**src/rtl/johnson_phase_monitor.sv**
```systemverilog
// Samples a Johnson counter's stages, decodes the phase, checks each step is a
// hold or a single advance, counts revolutions and keeps sticky error flags.
module johnson_phase_monitor #(
  parameter int WIDTH = 5,
  parameter int PW    = 4,
  parameter int REV_W = 8
) (
  input  logic                 clock,
  input  logic                 reset,
  input  logic                 en,
  input  logic [WIDTH-1:0]     q_in,
  input  logic                 err_clr,
  output logic [PW-1:0]        phase,
  output logic [2*WIDTH-1:0]   phase_onehot,
  output logic                 phase_valid,
  output logic                 wrap_pulse,
  output logic [REV_W-1:0]     rev_count,
  output logic                 illegal_err,
  output logic                 seq_err
);
  localparam int SEQ = 2 * WIDTH;

  typedef enum logic {UNLOCKED, LOCKED} state_t;
  state_t state;

  // Phases 0..N fill ones from stage 0 upward; phases N+1..2N-1 drain them
  // from stage 0, leaving ones only at stages p-N and above.
  function automatic logic [WIDTH-1:0] code_of(input int p);
    logic [WIDTH-1:0] c;
    for (int i = 0; i < WIDTH; i++)
      c[i] = (p <= WIDTH) ? (i < p) : (i >= p - WIDTH);
    return c;
  endfunction

  function automatic logic [SEQ-1:0] oh_of(input logic [PW-1:0] p);
    logic [SEQ-1:0] o;
    o = '0;
    o[p] = 1'b1;
    return o;
  endfunction

  logic          legal;
  logic [PW-1:0] dec;
  logic [PW-1:0] nxt;
  logic          last;

  always_comb begin
    legal = 1'b0;
    dec   = '0;
    for (int p = 0; p < SEQ; p++) begin
      if (q_in == code_of(p)) begin
        legal = 1'b1;
        dec   = PW'(p);
      end
    end
  end

  assign last = (phase == PW'(SEQ - 1));
  assign nxt  = last ? '0 : phase + 1'b1;

  always_ff @(posedge clock or posedge reset) begin
    if (reset) begin
      state        <= UNLOCKED;
      phase        <= '0;
      phase_onehot <= '0;
      phase_valid  <= 1'b0;
      wrap_pulse   <= 1'b0;
      rev_count    <= '0;
      illegal_err  <= 1'b0;
      seq_err      <= 1'b0;
    end else begin
      wrap_pulse <= 1'b0;
      // Clear first so a same-cycle detection below overrides it.
      if (err_clr) begin
        illegal_err <= 1'b0;
        seq_err     <= 1'b0;
      end
      if (en) begin
        case (state)
          UNLOCKED: begin
            if (legal) begin
              phase        <= dec;
              phase_onehot <= oh_of(dec);
              phase_valid  <= 1'b1;
              state        <= LOCKED;
            end else begin
              illegal_err  <= 1'b1;
              phase_valid  <= 1'b0;
              phase_onehot <= '0;
            end
          end
          LOCKED: begin
            if (!legal) begin
              illegal_err  <= 1'b1;
              phase_valid  <= 1'b0;
              phase_onehot <= '0;
              state        <= UNLOCKED;
            end else if (dec == nxt) begin
              phase        <= dec;
              phase_onehot <= oh_of(dec);
              if (last) begin
                wrap_pulse <= 1'b1;
                rev_count  <= rev_count + 1'b1;
              end
            end else if (dec != phase) begin
              seq_err      <= 1'b1;
              phase        <= dec;
              phase_valid  <= 1'b0;
              phase_onehot <= '0;
              state        <= UNLOCKED;
            end
          end
          default: state <= UNLOCKED;
        endcase
      end
    end
  end
endmodule

```
**config.mk**
```make
export PLATFORM = sky130hd
export DESIGN_NAME = johnson_phase_monitor
export DESIGN_NICKNAME = d
export VERILOG_FILES = /design/src/rtl/johnson_phase_monitor.sv
export SDC_FILE = /design/constraint.sdc
export NUM_CORES = 1
export LEC_CHECK = 0
export ABC_AREA = 1
export CAP_MARGIN = 20
export CORE_MARGIN = 4
export CORE_UTILIZATION = 40
export CTS_BUF_LIST = sky130_fd_sc_hd__clkbuf_8
export DETAILED_ROUTE_END_ITERATION = 8
export DONT_BUFFER_PORTS = 1
export GPL_TIMING_DRIVEN = 0
export MAX_ROUTING_LAYER = met4
export PLACE_DENSITY = 0.57
export SLEW_MARGIN = 10
export SYNTH_ARGS = -nofsm -noshare
export SYNTH_HDL_FRONTEND = slang
export SYNTH_SLANG_ARGS = --single-unit
```
**constraint.sdc**
```tcl
create_clock -name clock -period 2.16 [get_ports clock]
set_input_delay 0.216 -clock clock [delete_from_list [all_inputs] [get_ports clock]]
set_output_delay 0.216 -clock clock [all_outputs]
set_load 0.1 [all_outputs]
```
---- Word level (Yosys, flattened, before mapping) ----
Cells that the tools add are included.
cells by class
  reduce and logical (&&, ||, !) cells .... 6
  equality and inequality tests ........... 18
  bitwise gates (word level) .............. 1
  divide/modulo/power cells ............... 0
  add/sub/neg operators ................... 2
  $mul .................................... 0
  muxes and demuxes ....................... 55
  shift-type cells ........................ 0
  order comparisons ....................... 2
operator list
  cell                                                                          count
  4-bit 2-to-1 mux                                                              13
  10-bit 2-to-1 mux                                                             4
  1-bit 2-to-1 mux                                                              33
  5-bit equality test, second input constant                                    5
  10-bit case mux with 2 select lines                                           1
  8-bit by 1-bit adder with 8-bit output, second input constant                 1
  4-bit case mux with 2 select lines                                            1
  5-bit by 1-bit equality test with 1-bit output, second input constant         1
  5-bit by 2-bit equality test with 1-bit output, second input constant         1
  5-bit by 3-bit equality test with 1-bit output, second input constant         1
  5-bit by 4-bit equality test with 1-bit output, second input constant         1
  5-bit zero test                                                               1
  4-bit by 5-bit less-than comparator with 1-bit output, second input constant  1
  5-bit AND reduction                                                           1
  4-bit by 1-bit adder with 4-bit output, second input constant                 1
  1-bit demux with 4-bit select                                                 1
  4-bit equality test                                                           1
  4-bit equality test, second input constant                                    1
  4-bit by 1-bit >= comparator with 1-bit output, second input constant         1
  4-bit by 2-bit inequality test with 1-bit output, second input constant       1
  4-bit inequality test                                                         1
  1-bit case mux with 2 select lines                                            2
  4-bit AND reduction                                                           1
  3-bit by 1-bit inequality test with 1-bit output, second input constant       1
  other kinds (8)                                                               8
word-level totals
  register bits ........................... 27
  memories kept ........................... 0
  bits in writable memories ............... 0
  logic and storage cells ................. 92
  bits in latches ......................... 0
  input port bits ......................... 9
  bits in read-only memories .............. 0
  output and inout port bits .............. 26

---- Logic depth before layout (Yosys ltp) ----
Gate-level depths: netlist of the first run.
  depth after elaboration ................. 17
  gate-level depth with buffers ........... 15
  mapped depth without buffers ............ 13

---- Worst setup path after synthesis of the first run ----
Ideal clock, no wire load.
  path kind ............................... register to register
  start ................................... register phase[1]
  end ..................................... register rev_count[4]
  path slack .............................. -0.183 ns
  clock period less this slack ............ 2.343 ns
  path buffers ............................ 2
  data required time ...................... 2.034 ns
  setup time .............................. 0.126 ns
  data arrival time ....................... 2.217 ns
  cell stages (with the launch flop) ...... 14
  path through ............................ dfrtp_1 > buf_2 > nand3_1 > nand2_1 > inv_1 > nand2_1 > nand2_1 > inv_1 > nand2_1 > nor2_2 > nand3_1 > buf_4 > o21ai_1 > nand2_1
on the way
  word-level cells in the longest chain between the ends .. 4
  elaborated cells on any way between the ends .. 5
  classes of those cells .................. add/sub (1); eq/ne (2); mux (1); reduce/logical (1)
ends and longest elaborated chain
  item                                                                           RTL line  RTL
  from (decl)                                                                    13        output logic [PW-1:0] phase,
  from (signal assigned)                                                         64        phase <= '0;
  from (signal assigned)                                                         82        phase <= dec;
  from (signal assigned)                                                         99        phase <= dec;
  4-bit by 1-bit adder with 4-bit output or 4-bit equality test (tied branches)  59, 58
  4-bit 2-to-1 mux                                                               59        assign nxt = last ? '0 : phase + 1'b1;
  4-bit equality test                                                            98        end else if (dec == nxt) begin
  5-bit AND reduction (no line) *                                                n/a
  to (signal assigned)                                                           103       rev_count <= rev_count + 1'b1;
  to (decl)                                                                      17        output logic [REV_W-1:0] rev_count,
Mark *: on every way between the ends. The rest lies on a longest branch, timed or not.
A chain may end at the register's enable or synchronous reset.

---- Final worst setup path of the first run ----
  start ................................... register rev_count[1]
  end ..................................... register rev_count[7]
on the way
  word-level cells in the longest chain between the ends .. 1
ends and longest elaborated chain
  item                                    RTL line
  8-bit by 1-bit adder with 8-bit output  103
No other way between the ends.

==> flow_metrics.tcl, run 1 <==
set metrics [dict create \
    row_count 23 \
    grt_pass1_wl_mm 6.15 \
    max-cap-violations 0 \
    dp.final_hpwl_mm 2.71 \
    die_x_um 72.2 \
    hold_viol_final 0 \
    ant_nets 0 \
    fin_skew_ns 0.00215 \
    power-per-cell-area_nw_per_um2 692 \
    htreeDepth 1 \
    cts_tree "done" \
    min_path_type "primary input to flip-flop" \
    initial_core_util 0.412 \
    outcome "complete, no violations" \
    path_clk_slew_ns 0.09 \
    ys.flop_type "dfrtp_1" \
    total_power_mw 1.27 \
    critPathKind "flip-flop to flip-flop" \
    synth-seq-cells 27 \
    grt_start_max_net_pins 28 \
    max-vdd-ir-drop_mv 0.554 \
    portBuffers 0 \
    synth-async-reset-ratio 1.00 \
    clk_latency_ns 0.27 \
    overflow 0 \
    cts-root-buf "clkbuf_8" \
    vias 1359 \
    whs_ns 0.0296 \
    wire_per_inst_um 12.2 \
    slowest_delay_ns 0.98 \
    syn2layout_area_growth_pct 11.9 \
    postCtsSetupRepairBufs 0 \
    fin_crit_sh 0.929 \
    setup_viol 0 \
    antenna_found_initial 0 \
    num_io_pins 35 \
    synth_top_cell_by_area "dfrtp_1" \
    fin_setup_tns_ns 0 \
    fin_crit_ns 2.01 \
    avgSynthCellArea_um2 7.19 \
    synth_top_area_frac 0.410 \
    worstMarginPinSlew_ns 0.994 \
    drt_iter0_markers 35 \
    first_pass_iters 4 \
    track_usage 0.150 \
    slew_headroom 0.337 \
    end_kind "flip-flop" \
    critPathLaunchType "flip-flop" \
    syn_inst 229 \
    place_congestion 0.785 \
    stdcell_count 285 \
    syn_nets 239 \
    wl_mm 3.47 \
    synth_edf_count 0 \
    clock_sinks 27 \
    synth_area_leaders "dfrtp_1, nand2_1, nand3_1" \
    die-area_um2 5210 \
    synth_commonest_cells "nand2_1, dfrtp_1, inv_1, nand3_1, nor2_1" \
    clock_path_buffers 2 \
    cts_made_buffers 3 \
    nets 246 \
    synth_area_um2 1650 \
    cp.required_ns 2.33 \
    crit_path_max_fanout 4 \
    worst_ep_arrival_time_ns 2.17 \
    synthMostInstantiatedCell "nand2_1" \
    fmax_mhz 498 \
    final_util 0.461 \
    dp.cells 279 \
    critPathSlowestCell "dfrtp_1" \
    ff2ff_setup_slack_ns 0.15 \
    ys_seq_area_frac 0.410 \
    coreArea_um2 4000 \
    grt_setup_unrepaired "yes" \
    antenna_cells 0 \
    die-height_um 72.2 \
    synth_cell_types 25 \
    leakage_nw 0.940 \
    path_cells "nand3_1, nor2_1, nand3_1, xnor2_1, nand2_1, nand2_1" \
    grt_pass1_vias 1320 \
    vias_per_cell 4.77 \
    slew_violations 0 \
    drive_gt1_frac 0.166 \
    drc 0 \
    yosys_warnings 0 \
]
-- kinds of logic (layout without fill, tap and decap cells) --
| logic type | after synthesis | count (layout) | share of synthesized area |
|---|---|---|---|
| AO/OA/AOI/OAI | 20 | 20 | 0.0615 |
| XOR/XNOR | 8 | 8 | 0.0426 |
| adder cells (fa/ha/maj) | 1 | 1 | 0.00760 |
| buffers and inverters | 30 | 36 | 0.0798 |
| flip-flops | 27 | 27 | 0.410 |
| AND/OR/NAND/NOR | 143 | 143 | 0.398 |
-- final timing paths --
| check | depth (start not counted) | from | to |
|---|---|---|---|
| worst max-delay path | 6 | rev_count[1]$_DFFE_PP0P_ | rev_count[7]$_DFFE_PP0P_ |
| worst min-delay path | 1 | err_clr | seq_err$_DFF_PP0_ |
| worst max register to register | 6 | rev_count[1]$_DFFE_PP0P_ | rev_count[7]$_DFFE_PP0P_ |
| worst min register to register | 2 | state$_DFFE_PP0P_ | state$_DFFE_PP0P_ |
| max in group asynchronous | 3 | reset | phase[2]$_DFFE_PP0P_ |
| min in group asynchronous | 2 | reset | wrap_pulse$_DFF_PP0_ |
-- area by class of cell --
class                   instances  area (um^2)
plain buffers                   4         41.3
clock buffers                   3         41.3
clock inverters                 1         7.51
fillers                       408         2160
inverters                      26          100
multi-input cells             172          860
flip-flops and latches         27          693
well taps                      50         62.6
repair buffers                  2         37.5
-- worst max-delay path, delay by kind of cell (launching register included) --
kind | cells | cell delay [ns]
XOR/XNOR | 1 | 0.18
flip-flops | 1 | 0.98
AND/OR/NAND/NOR | 5 | 0.74
-- cell usage in the layout, fill, tap and decap left out, types with 5 or more instances in the layout --
| master | synthesis | layout |
|---|---|---|
| nand2_1 | 82 | 82 |
| nor2_1 | 16 | 16 |
| nand4_1 | 6 | 6 |
| xnor2_1 | 5 | 5 |
| nor2_2 | 6 | 5 |
| nand3_2 | 4 | 6 |
| nand2_2 | 6 | 5 |
| o21ai_0 | 5 | 5 |
| nand3_1 | 20 | 18 |
| o21ai_1 | 11 | 11 |
| dfrtp_1 | 27 | 21 |
| inv_1 | 22 | 21 |
-- per-layer routing --
layer | vias to the layer above | wire length [um] | GRT usage
met5 | - | 0 | -
met4 | 0 | 25 | 0.0313
met3 | 2 | 188 | 0.0416
met2 | 24 | 1540 | 0.230
met1 | 599 | 1720 | 0.199
li1 | 734 | - | -
-- sequential cells by signal (all words and copies together) (netlist names) --
| register | flops |
|---|---|
| wrap_pulse | 1 |
| rev_count | 8 |
| phase_valid | 1 |
| illegal_err | 1 |
| state | 1 |
| seq_err | 1 |
| phase_onehot | 10 |
| phase | 4 |
-- metrics by stage --
stage          setup slack [ns]  instance area [um^2]
2_1_floorplan            0.0104                  1650
3_3_place_gp             -0.180                  1710
3_5_place_dp             -0.214                  1710
4_1_cts                 0.00459                  1770
5_1_grt                 -0.0121                  1840
6_report                  0.154                  1840
-- repair_timing --
action / CTS / global route
hold buffers: 0 / 1
setup endpoints to repair: 25 / 19
resized for setup: 3 / 13
endpoints found under the hold margin: 0 / 11
pin swaps: 0 / 1
-- report_power, final --
group,total (mW),switching (mW),internal (mW),leakage (nW)
Sequential,0.731,0.197,0.534,0.360
Combinational,0.254,0.164,0.0901,0.559
Clock,0.290,0.159,0.131,0.0217
No activity file was read; power rests on OpenSTA's default activity.
==> run 2: changes to the inputs <==
--- a/config.mk
+++ b/config.mk
@@ -8,13 +8,15 @@
 export ABC_AREA = 1
 export CAP_MARGIN = 20
 export CORE_MARGIN = 4
-export CORE_UTILIZATION = 40
+export CORE_UTILIZATION = 37
 export CTS_BUF_LIST = sky130_fd_sc_hd__clkbuf_8
 export DETAILED_ROUTE_END_ITERATION = 8
 export DONT_BUFFER_PORTS = 1
 export GPL_TIMING_DRIVEN = 0
+export HOLD_SLACK_MARGIN = 0.05
 export MAX_ROUTING_LAYER = met4
-export PLACE_DENSITY = 0.57
+export PLACE_DENSITY = 0.54
+export REMOVE_ABC_BUFFERS = 1
 export SLEW_MARGIN = 10
 export SYNTH_ARGS = -nofsm -noshare
 export SYNTH_HDL_FRONTEND = slang
==> run 2 against run 1 <==
Net effect: non-clock buffer count decreased by 2; clock skew grew 0.0036 ns; register-to-register slack about the same; largest power group unchanged; sequential share of layout area up 0.28 points; clock-buffer cell count did not move; largest cell class unchanged.
==> flow_metrics.tcl, run 2 (synthesis results as in run 1) <==
set metrics [dict create \
    outcome "complete, no violations" \
    die-area_um2 5580 \
    critPathKind "flip-flop to flip-flop" \
    top_register "phase_onehot" \
    grt_setup_unrepaired "no" \
    cts_made_buffers 3 \
    row_count 23 \
    place_congestion 0.791 \
    fill_cells 439 \
    ff_latch_area_um2 693 \
    grt_pass1_vias 1222 \
    antenna_found_initial 0 \
    fin_crit_ns 2.01 \
    vias_per_cell 4.90 \
    vias 1386 \
    min_path_type "primary input to flip-flop" \
    initial_core_util 0.397 \
    mostFrequentLayoutCells "nand2_1, inv_1, dfrtp_1" \
    clock_path_buffers 2 \
    fmax_mhz 499 \
    grt_start_max_net_pins 28 \
    leakage_nw 0.925 \
    wl_mm 3.57 \
    drc 0 \
    cts-root-buf "clkbuf_8" \
    final_common_cell "nand2_1" \
    portBuffers 0 \
    hold_path_end "phase_onehot[6]$_DFFE_PP0P_" \
    cts_tree "done" \
    r2r_start "rev_count[1]$_DFFE_PP0P_" \
    track_usage 0.134 \
    clock_sinks 27 \
    wire_per_inst_um 12.6 \
    path_clk_slew_ns 0.10 \
    largestRegisters "phase_onehot (10), rev_count (8), phase (4)" \
    first_pass_iters 4 \
    power-per-cell-area_nw_per_um2 700 \
    slew_violations 0 \
    die_x_um 74.7 \
    end_kind "flip-flop" \
    largest_reg_flops 10 \
    ff2ff_setup_slack_ns 0.15 \
    syn2layout_area_growth_pct 11.1 \
    hold_depth 2 \
    drive_gt1_frac 0.155 \
    overflow 0 \
    setup_viol 0 \
    rr_endpoint "rev_count[7]$_DFFE_PP0P_" \
    stdcell_count 283 \
    final_util 0.441 \
    slew_headroom 0.346 \
    worst_ep_arrival_time_ns 2.18 \
    crit_path_max_fanout 4 \
    holdCritStartpoint "q_in[1]" \
    coreArea_um2 4140 \
    num_io_pins 35 \
    dp.cells 275 \
    nets 244 \
    multiInputGateArea_um2 867 \
    worstMarginPinSlew_ns 0.981 \
    cp.required_ns 2.33 \
    max-cap-violations 0 \
    fin_skew_ns 0.00572 \
    max-vdd-ir-drop_mv 0.525 \
    critPathLaunchType "flip-flop" \
    drt_iter0_markers 41 \
    htreeDepth 1 \
    fin_crit_sh 0.928 \
    postCtsSetupRepairBufs 0 \
    ant_nets 0 \
    dp.final_hpwl_mm 2.70 \
    antenna_cells 0 \
    clk_latency_ns 0.28 \
    hold_viol_final 0 \
    reg2regPathDepth 6 \
    die-height_um 74.7 \
    grt_pass1_wl_mm 5.67 \
]
## run 2: cell count changes in the layout (fill, tap and decap cells not counted)
cell,delta
dlygate4sd3_1,+2
nand3_2,-1
buf_6,-2
nand3_4,+1
buf_1,-1
buf_8,-1
## run 2: worst max-delay path, stage by stage (launching register included)
cell     delay (ns)
dfrtp_1        0.99
nand3_1        0.27
nor2_1         0.19
nand3_1        0.11
xnor2_1        0.18
nand2_1        0.10
nand2_1        0.05
## run 2: area by class of cell
class / instances / share of cell area
Clock buffer: 3 / 0.0226
Clock inverter: 1 / 0.00410
Inverter: 26 / 0.0547
Multi-Input combinational cell: 172 / 0.474
Sequential cell: 27 / 0.379
Tap cell: 50 / 0.0342
Timing Repair Buffer: 4 / 0.0315
## run 2: routing by layer
layer,global-route usage,share of wire
met1,0.177,0.47
met2,0.203,0.44
met3,0.0414,0.081
met4,0.0296,0.0087
met5,-,0
## run 2: how the worst max path moves through the flow
stage,start,endpoint,slack (ns),depth (start not counted)
finish,rev_count[1]$_DFFE_PP0P_,rev_count[7]$_DFFE_PP0P_,0.15,6
global route,rev_count[1]$_DFFE_PP0P_,rev_count[7]$_DFFE_PP0P_,0.007,6
CTS,phase[2]$_DFFE_PP0P_,rev_count[7]$_DFFE_PP0P_,0.01,12
detailed placement,phase[2]$_DFFE_PP0P_,rev_count[5]$_DFFE_PP0P_,-0.63,12
global placement,phase[2]$_DFFE_PP0P_,rev_count[7]$_DFFE_PP0P_,-0.61,12
floorplan,phase[2]$_DFFE_PP0P_,rev_count[4]$_DFFE_PP0P_,-0.22,11
## run 2: power by group
group          switching, mW  total, mW  internal (mW)
registers              0.203      0.737          0.534
clock network          0.171      0.303          0.131
logic                  0.158      0.241         0.0838
total                  0.532       1.28          0.749
## run 2: what timing repair did
action,in CTS,in global routing
gates resized for setup,8,8
hold buffers,2,1
endpoints found under the setup margin,26,17
hold endpoints to repair,3,5
pin swaps,0,1
## run 2: metrics by stage
stage	worst slack [ns]	TNS, ns	cell area, um^2	hold slack, ns	total power [mW]
2_1_floorplan	-0.223	-2.42	1620	0.269	0.909
5_1_grt	0.00676	0	1830	0.0585	1.35
4_1_cts	0.0116	0	1760	0.0676	1.27
3_5_place_dp	-0.633	-9.16	1680	0.324	0.954
6_report	0.155	0	1830	0.0703	1.28
3_3_place_gp	-0.612	-8.63	1680	0.321	0.952
==> run 3: changes to the inputs <==
--- a/config.mk
+++ b/config.mk
@@ -5,7 +5,6 @@
 export SDC_FILE = /design/constraint.sdc
 export NUM_CORES = 1
 export LEC_CHECK = 0
-export ABC_AREA = 1
 export CAP_MARGIN = 20
 export CORE_MARGIN = 4
 export CORE_UTILIZATION = 37
@@ -17,6 +16,7 @@
 export MAX_ROUTING_LAYER = met4
 export PLACE_DENSITY = 0.54
 export REMOVE_ABC_BUFFERS = 1
+export SKIP_CTS_REPAIR_TIMING = 1
 export SLEW_MARGIN = 10
 export SYNTH_ARGS = -nofsm -noshare
 export SYNTH_HDL_FRONTEND = slang
==> constraint.sdc (replaced) <==
create_clock -name clock -period 2.6 [get_ports clock]
set_input_delay 0.26 -clock clock [delete_from_list [all_inputs] [get_ports clock]]
set_output_delay 0.26 -clock clock [all_outputs]
set_load 0.1 [all_outputs]
==> run 3 against run 2 <==
Net effect: synthesized area shrank 2.8%; clock-buffer cell count unchanged; register-to-register slack lost 0.09 ns; hold slack better by 0.0076 ns; clock power is 21% lower; sequential share of layout area increased by 1.8 points; largest power group unchanged; largest cell class unchanged; maximum frequency shrank 21%; routed wire length is 8.5% higher.
==> flow_metrics.tcl, run 3 <==
set metrics [dict create \
    track_usage 0.150 \
    grt_pass1_wl_mm 6.28 \
    leakage_nw 0.725 \
    cts_made_buffers 3 \
    multiInputGateArea_um2 842 \
    dp.final_hpwl_mm 2.80 \
    first_pass_iters 4 \
    syn2layout_area_growth_pct 8.21 \
    total_power_mw 1.19 \
    vias 1235 \
    fin_crit_sh 0.974 \
    synth-async-reset-ratio 1.00 \
    drive_gt1_frac 0.156 \
    ys.flop_type "dfrtp_1" \
    synth-seq-cells 27 \
    yosys_warnings 0 \
    rr_endpoint "rev_count[5]$_DFFE_PP0P_" \
    grt_start_max_net_pins 28 \
    cts-root-buf "clkbuf_8" \
    grt_pass1_vias 1289 \
    cp.required_ns 2.71 \
    fill_cells 415 \
    antenna_found_initial 0 \
    synth_top_area_frac 0.422 \
    end_kind "flip-flop" \
    cts_tree "done" \
    slew_violations 0 \
    avgSynthCellArea_um2 9.88 \
    clk_latency_ns 0.27 \
    portBuffers 0 \
    synth_edf_count 0 \
    num_io_pins 35 \
    combPwrFrac 0.205 \
    antenna_cells 0 \
    hold_path_end "phase_onehot[7]$_DFFE_PP0P_" \
    hold_viol_final 0 \
    crit_path_max_fanout 10 \
    place_congestion 0.792 \
    initial_core_util 0.392 \
    clock_path_buffers 2 \
    largestRegisters "phase_onehot (10), rev_count (8), phase (4)" \
    synth_area_leaders "dfrtp_1, a32o_1, xnor2_1" \
    power-per-cell-area_nw_per_um2 685 \
    coreArea_um2 4090 \
    synthMostInstantiatedCell "dfrtp_1" \
    worstMarginPinSlew_ns 1.05 \
    setup_viol 0 \
    p_clk_frac 0.202 \
    largest_reg_flops 10 \
    r2r_start "phase[0]$_DFFE_PP0P_" \
    wl_mm 3.88 \
    seqPwrFrac 0.593 \
    drt_iter0_markers 79 \
    overflow 0 \
    critPathLaunchType "flip-flop" \
    fin_crit_ns 2.53 \
    dp.cells 201 \
    p_sw_frac 0.439 \
    fin_skew_ns 0.00236 \
    top_register "phase_onehot" \
    critPathKind "flip-flop to flip-flop" \
    stdcell_count 210 \
    outcome "complete, no violations" \
    min_path_type "primary input to flip-flop" \
    row_count 23 \
    ant_nets 0 \
    mostFrequentLayoutCells "dfrtp_1, nand2_1, nor2_1" \
    drc 0 \
    ff_latch_area_um2 688 \
    final_common_cell "dfrtp_1" \
    fin_setup_tns_ns 0 \
    synth_area_um2 1600 \
    worst_ep_arrival_time_ns 2.65 \
    max-cap-violations 0 \
    wire_per_inst_um 18.5 \
    nets 171 \
    clock_sinks 27 \
    max-vdd-ir-drop_mv 0.347 \
    slew_headroom 0.301 \
    hold_depth 1 \
    die-area_um2 5440 \
    vias_per_cell 5.88 \
    intPower_mw 0.665 \
    synth_commonest_cells "dfrtp_1, nand2_1, nor2_1, xnor2_1" \
    holdCritStartpoint "q_in[1]" \
    synth_top_cell_by_area "dfrtp_1" \
    synth_cell_types 50 \
    ff2ff_setup_slack_ns 0.07 \
    htreeDepth 1 \
    p_sw_mw 0.521 \
    ys_seq_area_frac 0.422 \
    die_x_um 73.8 \
    syn_inst 162 \
    die-height_um 73.8 \
    whs_ns 0.0779 \
    reg2regPathDepth 8 \
    path_clk_slew_ns 0.09 \
    fmax_mhz 395 \
]
## run 3: metal layers
metal / track usage / wire length (um) / vias to the layer above
li1: - / - / 592
met1: 0.195 / 1770 / 603
met2: 0.219 / 1790 / 38
met3: 0.0588 / 291 / 2
met4: 0.0382 / 19 / 0
met5: - / 0 / -
## run 3: worst max-delay path by stage
stage	start	to	slack [ns]	depth (start not counted)
finish	phase[0]$_DFFE_PP0P_	rev_count[5]$_DFFE_PP0P_	0.07	8
global route	phase[0]$_DFFE_PP0P_	rev_count[3]$_DFFE_PP0P_	-0.02	8
CTS	phase[0]$_DFFE_PP0P_	phase[1]$_DFFE_PP0P_	-0.45	7
detailed placement	phase[0]$_DFFE_PP0P_	rev_count[5]$_DFFE_PP0P_	-0.43	7
global placement	phase[0]$_DFFE_PP0P_	phase[1]$_DFFE_PP0P_	-0.42	7
floorplan	phase[0]$_DFFE_PP0P_	phase[1]$_DFFE_PP0P_	-0.13	7
## run 3: layout make-up
| cell class | count | share of cell area |
|---|---|---|
| sequential | 27 | 0.397 |
| clock inverter | 1 | 0.00434 |
| tap | 50 | 0.0361 |
| timing repair buffer | 5 | 0.0390 |
| multi-input combinational | 118 | 0.486 |
| inverter | 6 | 0.0130 |
| clock buffer | 3 | 0.0238 |
## run 3: power by group through the flow
stage,logic (mW),clock network [mW],registers [mW]
after global placement,0.197,0,0.715
after CTS,0.207,0.250,0.708
after floorplan,0.168,0,0.698
after detailed placement,0.205,0,0.716
final,0.244,0.240,0.703
after global routing,0.268,0.264,0.709
## run 3: cell families after synthesis
group	share of synthesized area
buffers and inverters	0.0555
XOR/XNOR	0.0602
AND/OR/NAND/NOR	0.226
AO/OA/AOI/OAI	0.192
multiplexers	0.0360
adder cells (fa/ha/maj)	0.00782
flip-flops	0.422
## run 3: critical path, cell delays in order (launching register included)
cell	delay, ns
dfrtp_4	0.66
and4_1	0.27
a32o_1	0.22
a211oi_2	0.29
o21ai_2	0.15
nor4_4	0.27
buf_4	0.20
nand3_1	0.10
xnor2_1	0.20
## run 3: per-stage QoR
| step | instance area (um^2) | util | worst slack [ns] |
|---|---|---|---|
| 2_1_floorplan | 1530 | - | -0.127 |
| 3_3_place_gp | 1600 | 0.391 | -0.419 |
| 3_5_place_dp | 1600 | 0.391 | -0.434 |
| 4_1_cts | 1650 | 0.403 | -0.451 |
| 5_1_grt | 1730 | 0.424 | -0.0188 |
| 6_report | 1730 | 0.424 | 0.0667 |
